==> src/rtl/cpu_pkg.sv <==
// Shared definitions for the 16-bit pipelined core.
// Holds the NOP encoding, the default reset vector and the fetch FSM state type.
package cpu_pkg;

  localparam logic [15:0] NOP               = 16'h0000;
  localparam logic [15:0] DEFAULT_RESET_VEC = 16'h0000;

  typedef enum logic [1:0] {
    FS_BOOT,
    FS_RUN,
    FS_WAIT
  } fetch_state_e;

endpackage

==> src/rtl/fetch_stage_if.sv <==
// Instruction-memory request bus between the fetch stage (master) and instruction memory (slave).
// rdata is valid in the same cycle that ready accepts a request.
interface fetch_stage_if;

  logic        imem_req;
  logic [15:0] imem_addr;
  logic        imem_ready;
  logic [15:0] imem_rdata;

  modport master (
    output imem_req,
    output imem_addr,
    input  imem_ready,
    input  imem_rdata
  );

  modport slave (
    input  imem_req,
    input  imem_addr,
    output imem_ready,
    output imem_rdata
  );

endinterface

==> src/rtl/ret_addr_stack.sv <==
// Return-address stack: circular buffer with a top pointer and an occupancy count.
// Pushing onto a full stack silently overwrites the oldest entry; popping an empty stack is ignored.
module ret_addr_stack #(
  parameter int DEPTH = 4
) (
  input  logic        clk,
  input  logic        rst_n,
  input  logic        push_i,
  input  logic [15:0] push_addr_i,
  input  logic        pop_i,
  output logic [15:0] top_o,
  output logic        empty_o
);

  localparam int PW = (DEPTH < 2) ? 1 : $clog2(DEPTH);
  localparam int CW = $clog2(DEPTH + 1);
  localparam logic [CW-1:0] FULL = CW'(DEPTH);

  logic [15:0]   mem_q [DEPTH];
  logic [PW-1:0] ptr_q, ptr_d;
  logic [CW-1:0] cnt_q, cnt_d;
  logic [15:0]   top_q, top_d;
  logic          wrEn;
  logic [PW-1:0] wrIdx;

  // top_q mirrors mem_q[ptr_q] (or zero when empty) so the output comes straight from a flop.
  always_comb begin
    ptr_d = ptr_q;
    cnt_d = cnt_q;
    top_d = top_q;
    wrEn  = 1'b0;
    wrIdx = ptr_q;
    if (push_i && pop_i && (cnt_q != '0)) begin
      wrEn  = 1'b1;
      top_d = push_addr_i;
    end else if (push_i) begin
      ptr_d = ptr_q + PW'(1);
      wrEn  = 1'b1;
      wrIdx = ptr_d;
      top_d = push_addr_i;
      if (cnt_q != FULL) cnt_d = cnt_q + CW'(1);
    end else if (pop_i && (cnt_q != '0)) begin
      ptr_d = ptr_q - PW'(1);
      cnt_d = cnt_q - CW'(1);
      top_d = (cnt_d == '0) ? 16'h0000 : mem_q[ptr_d];
    end
  end

  always_ff @(posedge clk) begin
    if (!rst_n) begin
      ptr_q <= '0;
      cnt_q <= '0;
      top_q <= '0;
    end else begin
      ptr_q <= ptr_d;
      cnt_q <= cnt_d;
      top_q <= top_d;
    end
  end

  always_ff @(posedge clk) begin
    if (rst_n && wrEn) mem_q[wrIdx] <= push_addr_i;
  end

  assign top_o   = top_q;
  assign empty_o = (cnt_q == '0);

endmodule

==> src/rtl/fetch_stage.sv <==
// Instruction-fetch stage: PC register, IF/ID pipeline register and imem valid/ready requester.
// Define FETCH_RAS_EN to build the return-address stack; otherwise ras_top_o = 0 and ras_empty_o = 1.
module fetch_stage
  import cpu_pkg::*;
#(
  parameter logic [15:0] RESET_VEC = DEFAULT_RESET_VEC,
  parameter int          WAIT_MAX  = 15,
  parameter int          RAS_DEPTH = 4
) (
  input  logic          clk,
  input  logic          rst_n,
  fetch_stage_if.master imem,
  input  logic [15:0]   nxt_pc_i,
  input  logic          stall_i,
  input  logic          flush_i,
  output logic [15:0]   if_pc_o,
  output logic [15:0]   id_pc_o,
  output logic [15:0]   id_instr_o,
  output logic          id_valid_o,
  output logic          fetch_wait_o,
  output logic          imem_timeout_o,
  input  logic          ras_push_i,
  input  logic [15:0]   ras_push_addr_i,
  input  logic          ras_pop_i,
  output logic [15:0]   ras_top_o,
  output logic          ras_empty_o
);

  localparam int CW = (WAIT_MAX < 2) ? 1 : $clog2(WAIT_MAX + 1);
  localparam logic [CW-1:0] WAIT_LIM = CW'(WAIT_MAX);

  fetch_state_e  state_q, state_d;
  logic [15:0]   pc_q, pc_d;
  logic [15:0]   idPc_q, idPc_d;
  logic [15:0]   idInstr_q, idInstr_d;
  logic          idValid_q, idValid_d;
  logic [CW-1:0] waitCnt_q, waitCnt_d;
  logic          timeout_q, timeout_d;
  logic          req;

  // Priority inside RUN/WAIT: flush, then stall, then fire, then a missed request.
  always_comb begin
    state_d   = state_q;
    pc_d      = pc_q;
    idPc_d    = idPc_q;
    idInstr_d = idInstr_q;
    idValid_d = idValid_q;
    waitCnt_d = waitCnt_q;
    timeout_d = timeout_q;
    req       = 1'b0;
    case (state_q)
      FS_BOOT: state_d = FS_RUN;
      default: begin
        req = !stall_i || flush_i;
        if (flush_i) begin
          idValid_d = 1'b0;
          idInstr_d = NOP;
          pc_d      = nxt_pc_i;
          state_d   = FS_RUN;
          waitCnt_d = '0;
        end else if (stall_i) begin
          state_d = state_q;
        end else if (imem.imem_ready) begin
          idInstr_d = imem.imem_rdata;
          idPc_d    = pc_q;
          idValid_d = 1'b1;
          pc_d      = nxt_pc_i;
          state_d   = FS_RUN;
          waitCnt_d = '0;
        end else begin
          idValid_d = 1'b0;
          idInstr_d = NOP;
          state_d   = FS_WAIT;
          if (waitCnt_q != WAIT_LIM) waitCnt_d = waitCnt_q + CW'(1);
        end
      end
    endcase
    if (waitCnt_d == WAIT_LIM) timeout_d = 1'b1;
  end

  always_ff @(posedge clk) begin
    if (!rst_n) begin
      state_q   <= FS_BOOT;
      pc_q      <= RESET_VEC;
      idPc_q    <= '0;
      idInstr_q <= NOP;
      idValid_q <= 1'b0;
      waitCnt_q <= '0;
      timeout_q <= 1'b0;
    end else begin
      state_q   <= state_d;
      pc_q      <= pc_d;
      idPc_q    <= idPc_d;
      idInstr_q <= idInstr_d;
      idValid_q <= idValid_d;
      waitCnt_q <= waitCnt_d;
      timeout_q <= timeout_d;
    end
  end

  assign imem.imem_req   = req;
  assign imem.imem_addr  = pc_q;
  assign if_pc_o         = pc_q;
  assign id_pc_o         = idPc_q;
  assign id_instr_o      = idInstr_q;
  assign id_valid_o      = idValid_q;
  assign fetch_wait_o    = (state_q == FS_WAIT);
  assign imem_timeout_o  = timeout_q;

`ifdef FETCH_RAS_EN
  ret_addr_stack #(
    .DEPTH(RAS_DEPTH)
  ) uRas (
    .clk        (clk),
    .rst_n      (rst_n),
    .push_i     (ras_push_i),
    .push_addr_i(ras_push_addr_i),
    .pop_i      (ras_pop_i),
    .top_o      (ras_top_o),
    .empty_o    (ras_empty_o)
  );
`else
  logic unusedRas;
  assign unusedRas   = ^{ras_push_i, ras_pop_i, ras_push_addr_i} ^ (RAS_DEPTH > 0);
  assign ras_top_o   = '0;
  assign ras_empty_o = 1'b1;
`endif

endmodule

==> src/flat_wrapper.sv <==
// flat-port wrapper written by rule: the top's interface ports become plain ports
module fetch_stage_flat import cpu_pkg::*;
#(
  parameter logic [15:0] RESET_VEC = DEFAULT_RESET_VEC,
  parameter int          WAIT_MAX  = 15,
  parameter int          RAS_DEPTH = 4
)
  (clk, rst_n, nxt_pc_i, stall_i, flush_i, if_pc_o, id_pc_o, id_instr_o, id_valid_o, fetch_wait_o, imem_timeout_o, ras_push_i, ras_push_addr_i, ras_pop_i, ras_top_o, ras_empty_o, imem_imem_req, imem_imem_addr, imem_imem_ready, imem_imem_rdata);
  fetch_stage_if imem_i ();
  input  logic clk;
  input  logic rst_n;
  input  logic [15:0] nxt_pc_i;
  input  logic stall_i;
  input  logic flush_i;
  output logic [15:0] if_pc_o;
  output logic [15:0] id_pc_o;
  output logic [15:0] id_instr_o;
  output logic id_valid_o;
  output logic fetch_wait_o;
  output logic imem_timeout_o;
  input  logic ras_push_i;
  input  logic [15:0] ras_push_addr_i;
  input  logic ras_pop_i;
  output logic [15:0] ras_top_o;
  output logic ras_empty_o;
  output wire logic [$bits(imem_i.imem_req)-1:0] imem_imem_req;
  output wire logic [$bits(imem_i.imem_addr)-1:0] imem_imem_addr;
  input wire logic [$bits(imem_i.imem_ready)-1:0] imem_imem_ready;
  input wire logic [$bits(imem_i.imem_rdata)-1:0] imem_imem_rdata;
  assign imem_imem_req = imem_i.imem_req;
  assign imem_imem_addr = imem_i.imem_addr;
  assign imem_i.imem_ready = imem_imem_ready;
  assign imem_i.imem_rdata = imem_imem_rdata;
  fetch_stage #(.RESET_VEC(RESET_VEC), .WAIT_MAX(WAIT_MAX), .RAS_DEPTH(RAS_DEPTH)) u_core (.clk(clk), .rst_n(rst_n), .imem(imem_i), .nxt_pc_i(nxt_pc_i), .stall_i(stall_i), .flush_i(flush_i), .if_pc_o(if_pc_o), .id_pc_o(id_pc_o), .id_instr_o(id_instr_o), .id_valid_o(id_valid_o), .fetch_wait_o(fetch_wait_o), .imem_timeout_o(imem_timeout_o), .ras_push_i(ras_push_i), .ras_push_addr_i(ras_push_addr_i), .ras_pop_i(ras_pop_i), .ras_top_o(ras_top_o), .ras_empty_o(ras_empty_o));
endmodule
==> config.mk <==
export PLATFORM = sky130hd
export DESIGN_NAME = fetch_stage_flat
export DESIGN_NICKNAME = d
export VERILOG_FILES = /design/src/rtl/cpu_pkg.sv /design/src/rtl/fetch_stage_if.sv /design/src/rtl/ret_addr_stack.sv /design/src/rtl/fetch_stage.sv /design/src/flat_wrapper.sv
export SDC_FILE = /design/constraint.sdc
export NUM_CORES = 1
export LEC_CHECK = 0
export ABC_AREA = 1
export CORE_MARGIN = 2
export CORE_UTILIZATION = 41
export CTS_CLUSTER_SIZE = 16
export DETAILED_ROUTE_END_ITERATION = 10
export GPL_ROUTABILITY_DRIVEN = 0
export HOLD_SLACK_MARGIN = 0.12
export PLACE_DENSITY = 0.9
export SLEW_MARGIN = 20
export SYNTH_ARGS = -nofsm -noshare
export SYNTH_HDL_FRONTEND = slang
export SYNTH_HIERARCHICAL = 1
export SYNTH_SLANG_ARGS = --single-unit
==> constraint.sdc <==
create_clock -name clk -period 2.9 [get_ports clk]
set_input_delay 0.58 -clock clk [delete_from_list [all_inputs] [get_ports clk]]
set_output_delay 0.58 -clock clk [all_outputs]
set_load 0.005 [all_outputs]
== Word-level counts from Yosys, hierarchy flattened ==
Cells that the tools add are included.
Widths: inputs -> output; s select.
Operators by class
  mux-type cells: 19
  bitwise logic cells: 4
  reduce and logical (&&, ||, !) cells: 8
  add/sub/neg operators: 1
  equal/unequal tests: 5
Operators by type and width (count)
  $mux 16: 6
  $mux 4: 5
  $mux 1: 7
  $add 4x1->4 const B: 1
  $eq 4x4->1 const B: 1
  $ne 4x4->1 const B: 1
  $not 1->1: 4
  $reduce_and 4->1: 1
  $ne 3x1->1 const B: 1
  $reduce_and 3->1: 1
  $reduce_or 3->1: 1
  $eq 2x2->1 const B: 1
  $logic_not 2->1: 1
  $mux 2: 1
  $ne 2x1->1 const B: 1
  $reduce_and 2->1: 1
  $reduce_bool 2->1: 1
  $logic_not 1->1: 1
  $logic_or 1x1->1: 1
Storage, ports and cells
  logic and storage cells: 45
  output and inout port bits: 85
  input bits: 55
  bits in registers: 56

== Depth between registers and ports, before layout ==
Gate-level depths: netlist of the first run.
  depth in word-level cells: 7
  mapped depth: 11
  mapped depth without buffers: 11

== Least setup slack after synthesis of the first run ==
Ideal clock, no wire load.
  path kind: input to output
  from: input stall_i
  to: output imem_imem_req
  required time: 2.320 ns
  arrival time: 1.331 ns
  setup slack: 0.989 ns
  buffers on the path: 2
  stages on the path: 5
  cells stage by stage: buf_2 nand2_4 nand2_4 clkinv_1 buf_2
Between the ends
  longest elaborated chain between the ends: 3
RTL lines
  from (decl): RTL line flat_wrapper.sv:13  | input logic stall_i;
  $logic_not 1->1: RTL line fetch_stage.sv:54  | req = !stall_i || flush_i;
  $logic_or 1x1->1: RTL line fetch_stage.sv:54
  $mux 1: RTL line fetch_stage.sv:51  | case (state_q)
  to (decl): RTL line flat_wrapper.sv:26  | output wire logic [$bits(imem_i.imem_req)-1:0] imem_imem_req;
No other way between the ends.

== Worst setup path after layout of the first run ==
  from: input flush_i
  to: output imem_imem_req
Between the ends
  longest elaborated chain between the ends: 2
RTL lines
  from (decl): RTL line flat_wrapper.sv:14  | input logic flush_i;
  $logic_or 1x1->1: RTL line fetch_stage.sv:54
  $mux 1: RTL line fetch_stage.sv:51
No other way between the ends.

==> impl_metrics.yaml, run 1 <==
setup_path:
  path_class: "in -> out"
  setup.worst_path.start: "flush_i"
  slowest_stage: "clkdlybuf4s50_1"
  path_max_fanout: 8
  crit_path_end_kind: "output port"
  cp.arrival_ps: 2040
  r2r-start: "u_core/state_q[1]$_SDFFE_PP0N_"
  regToRegSetupSlack_ps: 1150
  crit_chain: "clkdlybuf4s50_1 -> inv_1 -> nand2_4 -> nand2_4 -> clkinv_1 -> clkdlybuf4s50_1"
  path_delay_family: "buffers and inverters"
  critPathLaunchType: "primary input"
  max_stage_delay_ps: 570
  crit_buf_inv: 4
  required_ps: 2320
floorplanning:
  die_height_um: 80.6
  rows: 27
  ios: 140
  die_w_um: 80.6
  core-area_sq_mm: 0.00557
  start_util_pct: 43.1
  dieArea_sq_mm: 0.00649
final_layout:
  n_antenna_cell: 0
  layout-drive-gt1-share_pct: 5.13
  fin_util_pct: 61.7
  syn_to_final_growth_pct: 43.0
  nNetsFinal: 464
global_routing:
  grt_pass1_vias: 2167
  grt_pass1_wl_um: 10100
  grt_usage_pct: 19.6
  grt_overflow: 0
  antenna_found_initial: 0
  grt_max_degree: 21
place:
  dp_hpwl_um: 4650
  io_buffers: 104
pwr:
  leakagePower_nw: 1.38
  power_density_mw_per_mm2: 441
  p_comb_share_pct: 17.8
  peakVddDrop_v: 0.000240
  finalPower_mw: 1.52
  switchingPower_mw: 0.371
  seqPwrFrac_pct: 54.4
  power.internal_mw: 1.15
  power_frac_clock_pct: 27.8
  sw_frac_of_total_pct: 24.4
route:
  num_vias: 2351
  drt-vias-per-instance: 4.89
  drc: 0
  wl_um: 6370
  antenna_left: 0
  dr.pass1.iters: 4
  initialDrtViolationCount: 194
  post_drt_wl_per_cell_um: 13.2
logic_synthesis:
  ys_seq_elements: 56
  ys_warn_count: 6
  seq_area_frac_synth_pct: 46.6
  synth_cells: 319
  syn_avg_cell_area_sq_um: 7.54
  synth.distinct_cells: 23
  syn_area_sq_mm: 0.00240
clocking:
  cts_buffer_depth: 2
  post_cts_resized: 0
  path_clk_slew_ps: 90
  cts_tree: "done"
  cts_setup_buffers: 0
  cts_sinks: 56
  cts_max_level: 2
  numCtsBuffers: 5
  root_buffer: "clkbuf_8"
  clk_latency_ps: 290
  hold_buffers: 0
status:
  status: "completed"
worst_hold_path:
  hp-class: "reg -> reg"
  hold_path_startpoint: "u_core/imem_timeout_o$_SDFFE_PN0N_"
timing:
  hold_violations: 0
  slew_violations: 0
  finalWorstPathRequiredPeriod_ps: 2620
  finalSetupViolations: 0
  finalSetupTns_ps: 0
  post-route-period-util_pct: 90.2
  rsz0062_at_grt: "false"
  max_freq_mhz: 382
  skew_ps: 3.21
flow_run:
  drv_cap: 0
cell usage in the layout, fill, tap and decap left out, drive strengths merged, types with 2 or more instances in the layout:
cell type	count
clkdlybuf4s50	104
buf	9
nor2	44
clkbuf	8
inv	12
nand3	28
conb	17
a21oi	37
dfxtp	56
o21ai	18
nand2	70
nor3	2
sequential cells by signal (all words and copies together) (netlist names):
register and count:
u_core/id_instr_o 16, u_core/id_pc_o 16, u_core/if_pc_o 16, u_core/waitCnt_q 4, u_core/state_q 2, u_core/id_valid_o 1, u_core/imem_timeout_o 1
tightest hold or removal path, cell delays in order (launching register included):
cell     delay [ps]
dfxtp_1         320
nand2_1          50
nand2_1          40
metal layers:
layer	part of all wire (%)	GRT usage [%]
met1	42	24.5
met2	48	34.0
met5	0	0
met4	0.63	3.90
met3	9.6	5.28
cells by family after synthesis:
group                    synth area share (%)
AND/OR/NAND/NOR                          25.3
buffers and inverters                    15.0
AO/OA/AOI/OAI                            12.2
flip-flops                               46.6
other                                   0.312
adder cells (fa/ha/maj)                 0.520
cells in the mapped netlist:
cell      number  share of area, %
inv_1         11               1.7
dfxtp_1       56                47
clkbuf_1       6              0.94
a211oi_1       1              0.31
conb_1         2              0.31
ha_1           1              0.52
inv_2          1              0.16
o21ai_0       12               2.5
o21ai_1        6               1.2
nand3_2        1              0.42
nand3_1       27               5.6
nand2_1       68                11
nand2_4        2              0.94
buf_4         36                11
a21boi_0       1              0.31
nor2_1        44               6.9
a21oi_2        1              0.36
buf_1          1              0.16
nor3_4         1              0.68
a21oi_1       36               7.5
nor3_1         1              0.21
buf_2          3              0.62
clkinv_1       1              0.16
stage by stage:
step / setup WS (ps) / std cells / instance area (sq um) / hold WS (ps)
after floorplan: 989 / 334 / 2460 / 439
after global placement: 288 / 473 / 3350 / 433
after detailed placement: 275 / 473 / 3350 / 439
after CTS: 274 / 481 / 3440 / 454
after global routing: 209 / 481 / 3440 / 491
final: 284 / 481 / 3440 / 453
final cells by class:
cell class	count	area [sq um]
Fill cell	523	2140
Sequential cell	56	1120
Timing Repair Buffer	113	1110
Multi-Input combinational cell	219	980
Clock buffer	8	90.1
Tap cell	72	90.1
Inverter	13	48.8
final timing paths:
check	depth (start not counted)	to
max	6	imem_imem_req
min	2	u_core/imem_timeout_o$_SDFFE_PN0N_
max reg2reg	8	u_core/id_pc_o[2]$_SDFFE_PN0P_
min reg2reg	2	u_core/imem_timeout_o$_SDFFE_PN0N_
power by group through the flow:
stage          registers (mW)  clock network, mW  logic (mW)
2_1_floorplan           0.843                  0       0.132
3_3_place_gp            0.842                  0       0.264
3_5_place_dp            0.844                  0       0.270
4_1_cts                 0.826              0.440       0.272
5_1_grt                 0.831              0.476       0.296
6_report                0.826              0.422       0.269
(Power assumes the default switching activity.)
==> run 2, diff against run 1 <==
--- a/config.mk
+++ b/config.mk
@@ -5,16 +5,15 @@
 export SDC_FILE = /design/constraint.sdc
 export NUM_CORES = 1
 export LEC_CHECK = 0
-export ABC_AREA = 1
 export CORE_MARGIN = 2
 export CORE_UTILIZATION = 41
 export CTS_CLUSTER_SIZE = 16
 export DETAILED_ROUTE_END_ITERATION = 10
 export GPL_ROUTABILITY_DRIVEN = 0
 export HOLD_SLACK_MARGIN = 0.12
-export PLACE_DENSITY = 0.9
+export PLACE_DENSITY = 0.89
+export SETUP_SLACK_MARGIN = 0.2
 export SLEW_MARGIN = 20
 export SYNTH_ARGS = -nofsm -noshare
 export SYNTH_HDL_FRONTEND = slang
-export SYNTH_HIERARCHICAL = 1
 export SYNTH_SLANG_ARGS = --single-unit
==> run 2 against run 1 <==
  * Global-route usage shrank 2.7 points
  * Synthesized cell count shrank 12%
  * Maximum frequency grew 2.9%
  * Die area grew 2.8%
  * Final cell count shrank 8.7%
  * Non-clock buffer count shrank 4
  * Power shrank 2.7%
  * Critical path depth shrank 1
  * Critical path type unchanged
==> impl_metrics.yaml, run 2 <==
global_routing:
  grt_overflow: 0
  grt_pass1_vias: 1989
  grt_pass1_wl_um: 8830
  grt_max_degree: 27
  grt_usage_pct: 16.9
  antenna_found_initial: 0
final_layout:
  syn_to_final_growth_pct: 39.7
  n_antenna_cell: 0
  fillers: 522
  final_common_cell: "clkdlybuf4s50_1"
  layout-drive-gt1-share_pct: 5.77
  nNetsFinal: 419
  mostFrequentLayoutCells: "clkdlybuf4s50_1 (104), nand2_1 (69), dfxtp_1 (56)"
  postLayoutCellArea_sq_mm: 0.00346
  fin_util_pct: 58.7
timing:
  rsz0062_at_grt: "false"
  skew_ps: 6.24
  relSlewSlack_pct: 51.5
  holdWs_ps: 460
  post-route-period-util_pct: 87.7
  finalSetupViolations: 0
  hold_violations: 0
  worstMarginPinSlew_ps: 727
  slew_violations: 0
  finalWorstPathRequiredPeriod_ps: 2540
  max_freq_mhz: 393
  finalSetupTns_ps: 0
setup_path:
  slowest_stage: "clkdlybuf4s50_1"
  max_stage_delay_ps: 590
  crit_path_end_kind: "output port"
  critPathLaunchType: "primary input"
  path_common_cell: "clkdlybuf4s50_1"
  cp.arrival_ps: 1960
  path_class: "in -> out"
  path_delay_family: "buffers and inverters"
  crit_chain: "clkdlybuf4s50_1 -> inv_2 -> o21ai_2 -> inv_1 -> clkdlybuf4s50_1"
  crit_buf_inv: 4
  required_ps: 2320
  path_max_fanout: 6
logic_synthesis:
  synth_top_area_share_pct: 45.3
  synth_top_area_cell: "dfxtp_1"
  synth.most_common_cell: "nand2_1"
  synth-edff-count: 0
  async_flop_share_pct: 0
  synth.distinct_cells: 36
  seq_area_frac_synth_pct: 45.3
  ys_seq_elements: 56
  ys_top_cells_by_count: "nand2_1 (69), dfxtp_1 (56), buf_4 (37)"
  synth_area_leaders: "dfxtp_1 (45%), buf_4 (11%), nand2_1 (10%), a21boi_1 (7.9%), a22oi_1 (4.9%)"
  synth_cells: 281
  synth_ff_type: "dfxtp_1"
  syn_area_sq_mm: 0.00247
  syn_avg_cell_area_sq_um: 8.81
  ys_warn_count: 0
clocking:
  cts_buffer_depth: 2
  cts_max_level: 2
  post_cts_resized: 0
  hold_buffers: 0
  cts_tree: "done"
  clk_latency_ps: 300
  numCtsBuffers: 5
  cts_sinks: 56
  cts_setup_buffers: 0
  root_buffer: "clkbuf_8"
  path_clk_slew_ps: 90
floorplanning:
  ios: 140
  start_util_pct: 42.0
  dieArea_sq_mm: 0.00667
  rows: 28
  core-area_sq_mm: 0.00589
  die_height_um: 81.7
  die_w_um: 81.7
route:
  drt-vias-per-instance: 4.77
  dr_wl_met2_um: 2750
  initialDrtViolationCount: 62
  wl_met1_um: 2310
  drc: 0
  wl_um: 5620
  dr.pass1.iters: 5
  post_drt_wl_per_cell_um: 12.8
  antenna_left: 0
  num_vias: 2094
  wl_met3_um: 504
  top_layer_used: "met4"
place:
  io_buffers: 104
  dp_hpwl_um: 4210
  placed_area_sq_mm: 0.00336
flow_run:
  drv_cap: 0
pwr:
  leakagePower_nw: 1.23
  power_density_mw_per_mm2: 427
  peakVddDrop_v: 0.000235
worst_hold_path:
  hp-class: "reg -> reg"
status:
  status: "completed"
[run 2: stage by stage]
stage               instances  power [mW]  setup WS (ps)
finish                    439        1.48            358
global route              439        1.55            289
CTS                       439        1.49            349
detailed placement        431        1.06            380
global placement          431        1.05            379
floorplan                 296       0.956           1210
[run 2: path summary, 6_finish.rpt]
check,from,to,slack (ps),cells past startpoint
min,u_core.id_pc_o[15]$_SDFFE_PN0P_,u_core.id_pc_o[15]$_SDFFE_PN0P_,460,2
max reg2reg,u_core.state_q[0]$_SDFFE_PN0P_,u_core.imem_timeout_o$_SDFFE_PN0N_,1190,4
min reg2reg,u_core.id_pc_o[15]$_SDFFE_PN0P_,u_core.id_pc_o[15]$_SDFFE_PN0P_,460,2
max,stall_i,imem_imem_req,360,5
[run 2: worst reg2reg max path, cell delays in order, from the launching register on]
cell and delay [ps]:
dfxtp_1 450, nor2_1 130, nor2_2 600, nor2_1 150
a32o_1 280
[run 2: cell families after synthesis]
logic type	count (synthesis)	share of synthesized area [%]
AOI/OAI and AO/OA	63	19.3
xor gates and xnor gates	1	0.354
adders and majority gates	1	0.505
buffers and inverters	51	14.2
DFF	56	45.3
other	2	0.303
and+or+nand+nor	107	20.1
[run 2: final cells by class]
type | instances | area [sq um] | share of cell area, %
clock buffers | 6 | 82.6 | 2.39
clock inverters | 2 | 13.8 | 0.398
inverters | 2 | 7.51 | 0.217
multi-input cells | 189 | 1060 | 30.7
flip-flops and latches | 56 | 1120 | 32.4
well taps | 75 | 93.8 | 2.71
repair buffers | 109 | 1080 | 31.2
[run 2: metal layers]
layer	vias up	track usage (%)
met5	-	0
met4	0	5.67
li1	1038	-
met2	91	30.7
met1	957	19.2
met3	8	4.40
[run 2: report_power, final]
part / internal [mW] / switching [mW]
Combinational: 0.134 / 0.0917
Sequential: 0.791 / 0.0205
Clock: 0.196 / 0.244
==> run 3, diff against run 2 <==
--- a/config.mk
+++ b/config.mk
@@ -5,11 +5,11 @@
 export SDC_FILE = /design/constraint.sdc
 export NUM_CORES = 1
 export LEC_CHECK = 0
+export CAP_MARGIN = 25
 export CORE_MARGIN = 2
 export CORE_UTILIZATION = 41
 export CTS_CLUSTER_SIZE = 16
 export DETAILED_ROUTE_END_ITERATION = 10
-export GPL_ROUTABILITY_DRIVEN = 0
 export HOLD_SLACK_MARGIN = 0.12
 export PLACE_DENSITY = 0.89
 export SETUP_SLACK_MARGIN = 0.2
==> results of run 3 <==
Final layout, timing and power as in run 2 (identical DEF).
